[src/rtl/pipe_sink_stage.sv]
// -----------------------------------------------------------------------------
// pipe_sink_stage
//
// Terminal consumer of the valid/stall pipeline chain. Accepted words land in
// a small FIFO that is drained by a timer, one word every DRAIN_INTERVAL
// enabled cycles. Every accepted word is also checked against the previous
// accepted word plus one, because each upstream stage adds 1. Mismatches are
// counted so a test can observe them.
//
// Ports:
//   i_clk          rising-edge clock
//   i_rst_n        synchronous active-low reset
//   i_flush        synchronous flush of FIFO, drain timer and sequence tracker
//   i_data/i_valid word from the previous stage
//   o_stall        back-pressure to the previous stage
//   o_current_ce   stage enable, always ~o_stall
//   i_drain_en     enables the timed drain
//   o_rd_data      last drained word (registered)
//   o_rd_valid     one-cycle pulse per drained word
//   o_level        FIFO occupancy
//   o_seq_err_cnt  saturating count of sequence mismatches
//   o_overflow     sticky: a valid word was dropped because the FIFO was full
//
// Build option:
//   PIPE_SINK_STALL_REG_EN  registered stall, asserted when the next-cycle
//                           level will be >= DEPTH-2. Undefined (default):
//                           combinational stall when level >= DEPTH-1.
// -----------------------------------------------------------------------------
module pipe_sink_stage #(
    parameter int DATA_W         = 16,
    parameter int DEPTH          = 4,
    parameter int DRAIN_INTERVAL = 3
) (
    input  logic                   i_clk,
    input  logic                   i_rst_n,
    input  logic                   i_flush,
    input  logic [DATA_W-1:0]      i_data,
    input  logic                   i_valid,
    output logic                   o_stall,
    output logic                   o_current_ce,
    input  logic                   i_drain_en,
    output logic [DATA_W-1:0]      o_rd_data,
    output logic                   o_rd_valid,
    output logic [$clog2(DEPTH):0] o_level,
    output logic [7:0]             o_seq_err_cnt,
    output logic                   o_overflow
);

    localparam int PTR_W = $clog2(DEPTH);
    localparam int LVL_W = PTR_W + 1;
    localparam int TMR_W = (DRAIN_INTERVAL > 1) ? $clog2(DRAIN_INTERVAL) : 1;

    localparam logic [TMR_W-1:0] TMR_RELOAD = TMR_W'(DRAIN_INTERVAL - 1);
    localparam logic [LVL_W-1:0] LVL_FULL   = LVL_W'(DEPTH);

    typedef enum logic {
        SEQ_IDLE,
        SEQ_TRACK
    } seqState_t;

    logic [DATA_W-1:0] mem [DEPTH];

    logic [PTR_W-1:0]  wrPtr_q,    wrPtr_d;
    logic [PTR_W-1:0]  rdPtr_q,    rdPtr_d;
    logic [LVL_W-1:0]  level_q,    level_d;
    logic [TMR_W-1:0]  timer_q,    timer_d;
    logic [DATA_W-1:0] rdData_q,   rdData_d;
    logic              rdValid_q,  rdValid_d;
    seqState_t         seqState_q, seqState_d;
    logic [DATA_W-1:0] expData_q,  expData_d;
    logic [7:0]        errCnt_q,   errCnt_d;
    logic              overflow_q, overflow_d;

    logic timerRun;
    logic popEn;
    logic pushEn;

    // Next-state logic. A pop frees a slot in the same cycle, so a full FIFO
    // that is popping still accepts an incoming word. Flush wins over all
    // normal activity but leaves the error count and overflow flag intact.
    always_comb begin
        timerRun   = i_drain_en && (level_q != '0);
        popEn      = timerRun && (timer_q == '0) && !i_flush;
        pushEn     = i_valid && !i_flush && ((level_q != LVL_FULL) || popEn);

        wrPtr_d    = wrPtr_q;
        rdPtr_d    = rdPtr_q;
        level_d    = level_q;
        timer_d    = timer_q;
        rdData_d   = rdData_q;
        rdValid_d  = 1'b0;
        seqState_d = seqState_q;
        expData_d  = expData_q;
        errCnt_d   = errCnt_q;
        overflow_d = overflow_q;

        if (i_flush) begin
            wrPtr_d    = '0;
            rdPtr_d    = '0;
            level_d    = '0;
            timer_d    = TMR_RELOAD;
            seqState_d = SEQ_IDLE;
        end else begin
            if (pushEn) begin
                wrPtr_d = wrPtr_q + PTR_W'(1);
            end
            if (popEn) begin
                rdPtr_d  = rdPtr_q + PTR_W'(1);
                rdData_d = mem[rdPtr_q];
            end
            rdValid_d = popEn;

            case ({pushEn, popEn})
                2'b10:   level_d = level_q + LVL_W'(1);
                2'b01:   level_d = level_q - LVL_W'(1);
                default: level_d = level_q;
            endcase

            // The timer only advances while there is something to drain.
            if (timerRun) begin
                timer_d = (timer_q == '0) ? TMR_RELOAD : timer_q - TMR_W'(1);
            end

            if (i_valid && !pushEn) begin
                overflow_d = 1'b1;
            end

            // Resync on every accepted word so a single bad word costs one
            // error rather than a run of them.
            if (pushEn) begin
                if ((seqState_q == SEQ_TRACK) && (i_data != expData_q) &&
                    (errCnt_q != 8'hFF)) begin
                    errCnt_d = errCnt_q + 8'd1;
                end
                expData_d  = i_data + DATA_W'(1);
                seqState_d = SEQ_TRACK;
            end
        end
    end

    always_ff @(posedge i_clk) begin
        if (!i_rst_n) begin
            wrPtr_q    <= '0;
            rdPtr_q    <= '0;
            level_q    <= '0;
            timer_q    <= TMR_RELOAD;
            rdData_q   <= '0;
            rdValid_q  <= 1'b0;
            seqState_q <= SEQ_IDLE;
            expData_q  <= '0;
            errCnt_q   <= '0;
            overflow_q <= 1'b0;
        end else begin
            wrPtr_q    <= wrPtr_d;
            rdPtr_q    <= rdPtr_d;
            level_q    <= level_d;
            timer_q    <= timer_d;
            rdData_q   <= rdData_d;
            rdValid_q  <= rdValid_d;
            seqState_q <= seqState_d;
            expData_q  <= expData_d;
            errCnt_q   <= errCnt_d;
            overflow_q <= overflow_d;
        end
    end

    // Storage needs no reset; the pointers and level define what is valid.
    always_ff @(posedge i_clk) begin
        if (i_rst_n && pushEn) begin
            mem[wrPtr_q] <= i_data;
        end
    end

`ifdef PIPE_SINK_STALL_REG_EN
    logic stall_q;

    // Registered stall reacts one cycle late, so it looks at the upcoming
    // level and keeps two slots of slack instead of one.
    always_ff @(posedge i_clk) begin
        if (!i_rst_n) begin
            stall_q <= 1'b0;
        end else begin
            stall_q <= (level_d >= LVL_W'(DEPTH - 2));
        end
    end

    assign o_stall = stall_q;
`else
    assign o_stall = (level_q >= LVL_W'(DEPTH - 1));
`endif

    assign o_current_ce  = ~o_stall;
    assign o_rd_data     = rdData_q;
    assign o_rd_valid    = rdValid_q;
    assign o_level       = level_q;
    assign o_seq_err_cnt = errCnt_q;
    assign o_overflow    = overflow_q;

endmodule

[config.mk]
export PLATFORM = sky130hd
export DESIGN_NAME = pipe_sink_stage
export DESIGN_NICKNAME = d
export VERILOG_FILES = /design/src/rtl/pipe_sink_stage.sv
export SDC_FILE = /design/constraint.sdc
export NUM_CORES = 1
export LEC_CHECK = 0
export CORE_MARGIN = 2
export CORE_UTILIZATION = 55
export CTS_CLUSTER_SIZE = 28
export DETAILED_ROUTE_END_ITERATION = 10
export PLACE_DENSITY = 0.86
export SLEW_MARGIN = 10
export SYNTH_ARGS = -nofsm -noshare
export SYNTH_HDL_FRONTEND = slang
export SYNTH_SLANG_ARGS = --single-unit
[constraint.sdc]
create_clock -name i_clk -period 3.1 [get_ports i_clk]
set_input_delay 0.62 -clock i_clk [delete_from_list [all_inputs] [get_ports i_clk]]
set_output_delay 0.62 -clock i_clk [all_outputs]
set_load 0.005 [all_outputs]
* After elaboration in Yosys (flattened, before gate mapping) *
Memories as Yosys holds them, arrays and structs flattened. A register that Yosys moved wholly into a read port is not among the register bits.
Cells that the tools add are included.

storage, ports and cells
  flip-flop bits (word level) = 36
  memory bits (writable) = 64
  input bits = 21
  output and inout bits = 31
  logic and storage cells = 51
  memories kept = 1

cells by class
  add/subtract/negate cells = 7
  $lt $le $gt $ge = 1
  equal/unequal tests = 5
  mux-type cells = 4
  bitwise operators = 3
  reductions and logical operators = 21

memories
  name  depth  bits a word  rd ports  clocked after Yosys merged registers in  wr ports  RTL line  source
  mem   4      16           1         1                                        1         61        logic [DATA_W-1:0] mem [DEPTH];

operators by type and width
  cell                     number
  $add A16 B1 Y16 const B  1
  $ne A16 B16 Y1           1
  $logic_and A1 B1 Y1      9
  $add A8 B1 Y8 const B    1
  $ne A8 B8 Y1 const B     1
  $pmux W3 S2              1
  $reduce_and A2 Y1        3
  $add A2 B1 Y2 const B    2
  $add A3 B1 Y3 const B    1
  $ge A3 B2 Y1 const B     1
  $logic_not A1 Y1         3
  $ne A3 B3 Y1 const B     1
  $not A1 Y1               3
  $reduce_and A3 Y1        1
  $reduce_bool A3 Y1       1
  $sub A3 B1 Y3 const B    1
  $eq A2 B1 Y1 const B     1
  $eq A2 B2 Y1 const B     1
  $logic_not A2 Y1         1
  $mux W1                  2
  $mux W2                  1
  $reduce_bool A2 Y1       1
  $reduce_or A2 Y1         1
  $sub A2 B1 Y2 const B    1
  $logic_or A1 B1 Y1       1

* Longest topological paths before layout *
Gate-level depths: netlist (run 1).

  depth after elaboration = 9
  mapped depth = 10
  depth with buffers taken out = 8

* Least setup slack after synthesis (run 1) *
OpenSTA, ideal clock, no wires.

  path kind = input -> register
  start point = input i_drain_en
  end point = register level_q[2] (netlist: o_level[2])
  library setup time = 0.121 ns
  data arrival time = 2.496 ns
  required time = 2.979 ns
  slack = 0.483 ns
  cell stages on the path = 9
  buffers on the path = 2
  path through = o31ai_2 > nor3b_1 > buf_2 > buf_1 > nand2_1 > fa_1 > nor3b_1 > a31oi_1 > mux2_2

on the way
  word-level cells in the longest chain between the ends = 7
  elaborated cells between the ends (all ways) = 9
  those cells by class = eq/ne: 2; mux: 1; reduce/logical: 6

RTL lines
  what                                                      RTL line  source
  from (decl)                                               41        input logic i_drain_en,
  $logic_and A1 B1 Y1 *                                     82        timerRun = i_drain_en && (level_q != '0);
  $logic_and A1 B1 Y1 * (2 in series)                       83        popEn = timerRun && (timer_q == '0) && !i_flush;
  $logic_or A1 B1 Y1                                        84        pushEn = i_valid && !i_flush && ((level_q != LVL_FULL) || popEn);
  $logic_and A1 B1 Y1                                       84
  $eq A2 B1 Y1 / $eq A2 B2 Y1 (equally long branches)       113       case ({pushEn, popEn})
  $pmux W3 S2 / $reduce_bool A2 Y1 (equally long branches)  -
  to (signal assigned)                                      156       level_q <= level_d;
  to (decl)                                                 65        logic [LVL_W-1:0] level_q, level_d;

Mark *: on every way between the ends. The rest lies on a longest branch, timed or not.
A chain may end at the register's enable or synchronous reset.

* Final worst setup path (run 1) *
  start point = register level_q[0] (netlist: o_level[0])
  end point = output o_stall

on the way
  word-level cells in the longest chain between the ends = 1

RTL lines
  what          RTL line  source
  $ge A3 B2 Y1  189       assign o_stall = (level_q >= LVL_W'(DEPTH - 1));
  to (decl)     39        output logic o_stall,

No other way between the ends.

==> impl_metrics.json, run 1 <==
{
  "hold_depth": 2,
  "drt-wirelength-per-cell_um": 18.13,
  "worstSetupStartpointType": "flop",
  "drtIter0Drc": 305,
  "start_util_pct": 56.37,
  "crit_chain": "inv_1 -> o21ai_0 -> clkdlybuf4s50_1",
  "synth_mux_area_share_pct": 9.175,
  "maxCapViolCount": 0,
  "synthAdderAreaFrac_pct": 2.467,
  "synthXorXnorAreaFrac_pct": 6.117,
  "ios": 52,
  "yosysTopAreaCellShare_pct": 39.48,
  "crit_slowest_cell": "clkdlybuf4s50_1",
  "fmax_mhz": 386.6,
  "slew_headroom_pct": 36.68,
  "pwr-share-comb_pct": 4.7,
  "clkPwrFrac_pct": 50.6,
  "hold_class": "reg2reg",
  "overflow": 0,
  "synth_compound_area_share_pct": 7.247,
  "clock_tree.root_cell": "clkbuf_8",
  "syn_area_um2": 4868,
  "p_leak_uw": 0.002041,
  "first_global_vias": 3366,
  "synthCells": 389,
  "p_int_uw": 2955,
  "grt_pass1_wl_um": 17090,
  "cts_tree": "built",
  "grt_setup_unrepaired": "no",
  "die_x_um": 98.09,
  "antenna_found_initial": 0,
  "dr_total_vias": 3306,
  "ys.flop_type": "edfxtp_1",
  "ys_warn_count": 0,
  "met2_usage_pct": 39.73,
  "cp_data_required_time_ps": 2480,
  "die_h_um": 98.09,
  "finalHoldViolCount": 0,
  "use_met3_pct": 6.514,
  "totalWireLength_um": 10420,
  "yosys-top-cells-area": "edfxtp_1 39%, dfxtp_1 21%, mux4_2 7.4%, xnor2_1 5.0%, nand2_1 3.5%",
  "reg2reg_depth": 7,
  "drv_slew": 0,
  "yosysUniqueCellTypes": 42,
  "clk_pin_slew_ps": 60,
  "groute.usage.overall_pct": 23.44,
  "arrival_ps": 1970,
  "drc_errors": 0,
  "cp_max_fo": 5,
  "finalClockSkew_ps": 7.362,
  "path_class": "reg2out",
  "synthArstFlopShare_pct": 0,
  "min_period_over_period_pct": 83.44,
  "diodes": 0,
  "yosys.area.top_type": "edfxtp_1",
  "die_area_um2": 9621,
  "portBuffers": 51,
  "grt.busiest_layer": "met2",
  "peakVddDrop_v": 0.0004328,
  "synth-edff-count": 64,
  "synth_top_family_by_area": "simple AND/OR/NAND/NOR gates",
  "via_per_inst": 5.750,
  "seq_area_frac_synth_pct": 60.86,
  "rows": 34,
  "swShare_pct": 20.67,
  "total_power_uw": 3725,
  "p_sw_uw": 769.7,
  "coreArea_um2": 8636,
  "power_density_nw_per_um2": 608.8,
  "grt_max_degree": 36,
  "gr-usage-met1_pct": 28.16,
  "nets": 484,
  "drive_gt1_share_pct": 13.70,
  "clock_sinks": 116,
  "post_cts_hold_buffer_count": 0,
  "synth-simple-area-share_pct": 11.54,
  "period_minus_slack_ps": 2587,
  "synth.avg_cell_area_um2": 12.52,
  "dp_hpwl_um": 6239,
  "endpoint_kind": "output pin",
  "post_cts_buffers": 0,
  "synth_seq_cells": 116,
  "syn_to_final_growth_pct": 25.67,
  "finalSetupViolCount": 0,
  "syn_nets": 419,
  "tightest_slew_ps": 948.8,
  "status": "completed",
  "critical-path-max-stage-delay_ps": 570,
  "cts_buffers": 17,
  "place_congestion": 0.7892,
  "clock_path_buffers": 2,
  "insertion_delay_ps": 510,
  "whs_ps": 452.0,
  "tns_ps": 0,
  "htree_levels": 4,
  "drtAntennaViolNets": 0,
  "postCtsResizedCells": 0,
  "seq_power_share_pct": 44.7,
  "detail_route.first_pass.iterations": 5
}
worst max-delay path: cells and delay by family, from the launching register on:
family / cells / cell delay [ps]
AOI/OAI and AO/OA: 1 / 320
buffers and inverters: 2 / 690
DFF: 1 / 430
cell usage after synthesis, drive strengths merged, types with 2 or more instances:
| library cell | number |
|---|---|
| buf | 8 |
| nand2 | 46 |
| mux4 | 16 |
| o21ai | 10 |
| ha | 8 |
| nor2 | 32 |
| or4 | 2 |
| nor3b | 2 |
| clkbuf | 11 |
| o31ai | 3 |
| mux2 | 2 |
| or3b | 2 |
| dfxtp | 52 |
| nor4 | 3 |
| nand3 | 7 |
| nand4 | 9 |
| nand2b | 5 |
| xnor2 | 28 |
| mux2i | 6 |
| a211oi | 8 |
| a21oi | 28 |
| inv | 13 |
| xor2 | 6 |
| and3 | 6 |
| edfxtp | 64 |
cells in the final DEF (no fill, tap or decap), drive strengths merged, types with 9 or more instances in the layout:
| cell | count |
|---|---|
| nor2 | 32 |
| xnor2 | 28 |
| a21oi | 28 |
| nand4 | 9 |
| edfxtp | 64 |
| dfxtp | 52 |
| clkbuf | 20 |
| clkdlybuf4s50 | 51 |
| nand2 | 46 |
| inv | 13 |
| mux4 | 16 |
| buf | 14 |
| o21ai | 10 |
per-layer routing:
layer | part of all wire (%) | vias up
met2 | 52 | 118
li1 | - | 1538
met5 | 0 | -
met3 | 5.2 | 16
met1 | 40 | 1634
met4 | 1.9 | 0
sequential cells by signal (all words and copies together), names as in the netlist:
name and flops:
wrPtr_q 2, o_rd_valid 1, o_rd_data 16, o_seq_err_cnt 8
seqState_q 1, o_overflow 1, o_level 3, rdPtr_q 2
timer_q 2, expData_q 16, mem 64
cell type report:
| class | instances | area [um2] |
|---|---|---|
| multi-input combinational | 241 | 1784 |
| inverter | 13 | 48.80 |
| timing repair buffer | 65 | 615.6 |
| sequential | 116 | 2963 |
| clock inverter | 12 | 136.4 |
| clock buffer | 20 | 435.4 |
| tap | 108 | 135.1 |
| fill | 545 | 2517 |
power groups by stage:
stage	sequential (uW)	combinational, uW	clock [uW]
2_1_floorplan	1690	92.6	0
4_1_cts	1660	175	1910
3_3_place_gp	1690	165	0
3_5_place_dp	1690	171	0
5_1_grt	1670	191	1970
6_report	1660	175	1890
logic make-up after synthesis:
family	Yosys count
compound gates	56
xor+xnor	34
fa+ha+maj	9
buf+inv	32
flops	116
mux	24
simple gates	118
stage by stage:
step	setup slack (ps)	instance area, um2	cells	utilization [%]
final	513.3	6118	575	70.85
after global routing	415.4	6118	575	70.85
after detailed placement	285.4	5547	543	64.23
after floorplan	483.4	4868	389	-
after CTS	514.0	6118	575	70.85
after global placement	365.9	5547	543	64.23
final timing paths:
check	to	slack, ps	startpoint
worst max register to register	o_seq_err_cnt[4]$_SDFFE_PN0P_	880	timer_q[0]$_SDFFE_PP0N_
worst min-delay path	o_rd_data[11]$_SDFFE_PN0P_	450	o_rd_data[11]$_SDFFE_PN0P_
worst min register to register	o_rd_data[11]$_SDFFE_PN0P_	450	o_rd_data[11]$_SDFFE_PN0P_
worst max-delay path	o_stall	510	o_level[0]$_SDFFE_PP0P_
Note: power is estimated with default switching activity, not from simulation.
==> run 2, diff against run 1 <==
==> constraint.sdc (replaced) <==
create_clock -name i_clk -period 2.7 [get_ports i_clk]
set_input_delay 0.54 -clock i_clk [delete_from_list [all_inputs] [get_ports i_clk]]
set_output_delay 0.54 -clock i_clk [all_outputs]
set_load 0.005 [all_outputs]
==> run 2 against run 1 <==
Net effect: via count grew 5.2%; cell count grew 1.4%; wire length grew 13%; non-clock buffer count grew 8; sequential cell count is the same; combinational power grew 26%; setup slack lost 250 ps; register-to-register slack lost 510 ps; sequential share of layout area shrank 0.97 points; critical path type unchanged.
==> impl_metrics.json, run 2 (synthesized netlist as in run 1, its figures left out) <==
{
  "seq_power_share_pct": 43.7,
  "via_per_inst": 5.967,
  "finalClockSkew_ps": 10.06,
  "ios": 52,
  "m1WireLength_um": 4504,
  "totalWireLength_um": 11810,
  "cts_tree": "built",
  "endpoint_kind": "output pin",
  "critical-path-max-stage-delay_ps": 560,
  "groute.usage.overall_pct": 25.90,
  "crit_slowest_cell": "clkdlybuf4s50_1",
  "fmax_mhz": 410.4,
  "whs_ps": 458.9,
  "post_cts_hold_buffer_count": 0,
  "crit_start": "o_level[0]$_SDFFE_PP0P_",
  "slew_headroom_pct": 38.50,
  "nets": 492,
  "drt-wirelength-per-cell_um": 20.25,
  "coreArea_um2": 8636,
  "swShare_pct": 20.65,
  "antenna_found_initial": 0,
  "dr.max_layer_used": "met4",
  "grt_setup_unrepaired": "no",
  "dr_wl_met3_um": 788,
  "overflow": 0,
  "tightest_slew_ps": 921.2,
  "power_density_nw_per_um2": 700.3,
  "htree_levels": 4,
  "grt_max_degree": 32,
  "p_leak_uw": 0.002095,
  "maxCapViolCount": 0,
  "dr_total_vias": 3479,
  "r2r-start": "timer_q[0]$_SDFFE_PP0N_",
  "die_x_um": 98.09,
  "p_int_uw": 3469,
  "peakVddDrop_v": 0.0003707,
  "postCtsResizedCells": 0,
  "drtIter0Drc": 292,
  "clock_path_buffers": 2,
  "path_class": "reg2out",
  "min_period_over_period_pct": 90.24,
  "detail_route.first_pass.iterations": 5,
  "wl_met2_um": 5994,
  "crit_chain": "inv_1 -> o21ai_0 -> clkdlybuf4s50_1",
  "p_sw_uw": 903.1,
  "ff2ff_setup_slack_ps": 370,
  "drv_slew": 0,
  "clkPwrFrac_pct": 51.3,
  "final_common_cell": "edfxtp_1",
  "finish.utilization_pct": 72.30,
  "drive_gt1_share_pct": 14.95,
  "finalSetupViolCount": 0,
  "portBuffers": 51,
  "largest_reg_flops": 64,
  "dp_hpwl_um": 6717,
  "rows": 34,
  "finalHoldViolCount": 0,
  "tns_ps": 0,
  "largest_register": "mem",
  "clk_pin_slew_ps": 60,
  "status": "completed",
  "min_from": "o_rd_data[11]$_SDFFE_PN0P_",
  "clock_tree.root_cell": "clkbuf_8",
  "period_minus_slack_ps": 2437,
  "syn_to_final_growth_pct": 28.24,
  "cts_buffers": 17,
  "post_cts_buffers": 0,
  "start_util_pct": 56.37,
  "worstSetupStartpointType": "flop",
  "place_congestion": 0.7860,
  "hold_class": "reg2reg",
  "die_area_um2": 9621,
  "diodes": 0,
  "drtAntennaViolNets": 0,
  "drc_errors": 0,
  "first_global_vias": 3557,
  "pwr-share-comb_pct": 5.0,
  "cp_max_fo": 5,
  "die_h_um": 98.09,
  "path_buf_inv": 2,
  "grt_pass1_wl_um": 18930,
  "arrival_ps": 1900,
  "insertion_delay_ps": 520,
  "fill_cells": 518,
  "crit_family": "buffers and inverters",
  "clock_sinks": 116,
  "layout_common_cells": "64 x edfxtp_1, 52 x dfxtp_1, 51 x clkdlybuf4s50_1",
  "cp_data_required_time_ps": 2160
}
## run 2: cell count changes in the layout (fill, tap and decap cells not counted), sizes merged
| cell | before | now |
|---|---|---|
| buf | 14 | 22 |
| clkbuf | 20 | 19 |
| bufinv | 3 | 4 |
## run 2: final cells by class
cell class              instances  area, um2  area share, %
inverters                      13      48.80         0.7816
well taps                     108      135.1          2.164
clock inverters                13      165.2          2.645
clock buffers                  19      421.7          6.753
multi-input cells             241       1784          28.58
flip-flops and latches        116       2963          47.45
repair buffers                 73      725.7          11.62
## run 2: path summary, 6_finish.rpt
| path | cells past startpoint | end |
|---|---|---|
| min reg2reg | 2 | o_rd_data[11]$_SDFFE_PN0P_ |
| max reg2reg | 8 | expData_q[2]$_SDFFE_PN0P_ |
| max | 3 | o_stall |
| min | 2 | o_rd_data[11]$_SDFFE_PN0P_ |
## run 2: tightest hold or removal path, stage by stage (launching register included)
cell and delay (ps):
dfxtp_1 310, nand2_1 50, a21oi_1 50
## run 2: through the flow
stage	setup slack [ps]	cells	cell area (um2)	total power, uW
after global placement	136.3	551	5657	2142
after CTS	265.5	583	6243	4377
after floorplan	163.4	389	4868	2047
after detailed placement	43.88	551	5657	2153
after global routing	131.3	583	6243	4481
final	263.5	583	6243	4372
## run 2: power by group through the flow
stage	Clock, uW	Combinational (uW)	Sequential, uW
5_1_grt	2330	237	1910
3_5_place_dp	0	209	1940
2_1_floorplan	0	106	1940
4_1_cts	2250	218	1910
3_3_place_gp	0	200	1940
6_report	2240	221	1910
## run 2: routing by layer
| layer | global-route usage [%] | up-vias |
|---|---|---|
| li1 | - | 1561 |
| met1 | 32.56 | 1695 |
| met2 | 42.15 | 178 |
| met3 | 4.939 | 45 |
| met4 | 14.85 | 0 |
| met5 | 0 | - |
==> run 3, diff against run 2 <==
--- a/config.mk
+++ b/config.mk
@@ -10,6 +10,7 @@
 export CTS_CLUSTER_SIZE = 28
 export DETAILED_ROUTE_END_ITERATION = 10
 export PLACE_DENSITY = 0.86
+export REMOVE_ABC_BUFFERS = 1
 export SLEW_MARGIN = 10
 export SYNTH_ARGS = -nofsm -noshare
 export SYNTH_HDL_FRONTEND = slang
==> run 3 against run 2 <==
Net effect: utilization is 0.087 points lower; non-clock buffer count stayed put; combinational power hardly changed; count of clock-buffer cells in the layout is 3 higher; sequential power hardly changed; cell count stayed put; global-route usage is 0.32 points lower; setup slack worse by 99 ps; sequential cell count stayed put; clock skew is 3.8 ps lower; first-iteration DRC count is 18% higher.
==> impl_metrics.json, run 3 (synthesized netlist as in run 1, its figures left out) <==
{
  "start_util_pct": 56.37,
  "nets": 492,
  "diodes": 0,
  "via_per_inst": 5.904,
  "htree_levels": 4,
  "die_h_um": 98.09,
  "cp_max_fo": 5,
  "crit_slowest_cell": "clkdlybuf4s50_1",
  "drt-wirelength-per-cell_um": 19.58,
  "critical-path-max-stage-delay_ps": 480,
  "drv_slew": 0,
  "detail_route.first_pass.iterations": 5,
  "finalHoldViolCount": 0,
  "largest_register": "mem",
  "drc_errors": 0,
  "arrival_ps": 2000,
  "finalSetupViolCount": 0,
  "totalWireLength_um": 11420,
  "worstSetupStartpointType": "flop",
  "place_congestion": 0.8562,
  "clock_tree.root_cell": "clkbuf_8",
  "tightest_slew_ps": 874.3,
  "cpMostUsedCell": "inv_1",
  "hold_class": "reg2reg",
  "fin_area_um2": 6236,
  "peakVddDrop_v": 0.0005477,
  "crit_family": "buffers and inverters",
  "clock_sinks": 116,
  "die_area_um2": 9621,
  "ios": 52,
  "insertion_delay_ps": 520,
  "clk_pin_slew_ps": 60,
  "slew_headroom_pct": 41.63,
  "groute.usage.overall_pct": 25.58,
  "drtAntennaViolNets": 0,
  "path_buf_inv": 3,
  "syn_to_final_growth_pct": 28.09,
  "post_cts_hold_buffer_count": 0,
  "whs_ps": 456.3,
  "drive_gt1_share_pct": 16.21,
  "largest_reg_flops": 64,
  "p_leak_uw": 0.002099,
  "finalClockSkew_ps": 6.253,
  "coreArea_um2": 8636,
  "dp_hpwl_um": 6764,
  "portBuffers": 51,
  "rows": 34,
  "maxCapViolCount": 0,
  "status": "completed",
  "layout_common_cells": "64 x edfxtp_1, 52 x dfxtp_1, 51 x clkdlybuf4s50_1",
  "overflow": 0,
  "postCtsResizedCells": 0,
  "final_common_cell": "edfxtp_1",
  "drtIter0Drc": 344,
  "dr_total_vias": 3442,
  "path_class": "reg2out",
  "post_cts_buffers": 0,
  "power_density_nw_per_um2": 687.3,
  "first_global_vias": 3545,
  "grt_setup_unrepaired": "no",
  "total_power_uw": 4286,
  "endpoint_kind": "output pin",
  "cp_data_required_time_ps": 2160,
  "cts_buffers": 17,
  "fmax_mhz": 394.4,
  "clock_path_buffers": 2,
  "period_minus_slack_ps": 2536,
  "fin_ws_ps": 164.5,
  "die_x_um": 98.09,
  "dpl-instance-area_um2": 5657,
  "grt_max_degree": 32,
  "grt_pass1_wl_um": 18440,
  "pre_cts_ws_ps": 24.28,
  "crit_chain": "inv_1 -> o21ai_0 -> inv_1 -> clkdlybuf4s50_1",
  "min_period_over_period_pct": 93.91,
  "antenna_found_initial": 0,
  "cts_tree": "built"
}
-- run 3: cell count changes in the layout (fill, tap and decap cells not counted), sizes merged --
cell	change
clkinv	-2
inv	+2
clkbuf	+3
bufinv	-3
-- run 3: final cells by class --
| cell class | instances | area (um2) |
|---|---|---|
| tap | 108 | 135.1 |
| timing repair buffer | 73 | 725.7 |
| clock inverter | 10 | 95.09 |
| clock buffer | 22 | 484.2 |
| inverter | 13 | 48.80 |
| sequential | 116 | 2963 |
| fill | 545 | 2400 |
| multi-input combinational | 241 | 1784 |
-- run 3: per-layer routing --
layer / GRT usage (%) / routed length, um / vias to the layer above / share of wire [%]
li1: - / - / 1559 / -
met5: 0 / 0 / - / 0
met4: 12.07 / 363 / 0 / 3.2
met3: 8.232 / 909 / 35 / 8.0
met2: 41.83 / 5737 / 183 / 50
met1: 30.90 / 4405 / 1665 / 39
-- run 3: tightest hold or removal path, delay by kind of cell, from the launching register on --
family             cells  cell delay, ps
and+or+nand+nor        1              50
AOI/OAI and AO/OA      1              50
DFF                    1             310
-- run 3: path summary, 6_finish.rpt --
| check | start | endpoint | slack [ps] | cells past startpoint |
|---|---|---|---|---|
| setup / recovery | o_level[0]$_SDFFE_PP0P_ | o_current_ce | 160 | 4 |
| hold / removal | o_rd_data[9]$_SDFFE_PN0P_ | o_rd_data[9]$_SDFFE_PN0P_ | 460 | 2 |
| setup reg to reg | timer_q[0]$_SDFFE_PP0N_ | o_level[2]$_SDFFE_PP0P_ | 400 | 8 |
| hold reg to reg | o_rd_data[9]$_SDFFE_PN0P_ | o_rd_data[9]$_SDFFE_PN0P_ | 460 | 2 |
-- run 3: power by group --
group | switching (uW) | total [uW] | leakage, uW | internal, uW
combinational | 122 | 222 | 0.000812 | 99.8
sequential | 17.9 | 1910 | 0.00100 | 1890
clock | 805 | 2160 | 0.000287 | 1350
-- run 3: metrics by stage --
stage,cells,TNS (ps),utilization (%)
2_1_floorplan,370,-506.7,-
3_3_place_gp,551,0,65.50
3_5_place_dp,551,0,65.50
4_1_cts,583,0,72.21
5_1_grt,583,0,72.21
6_report,583,0,72.21
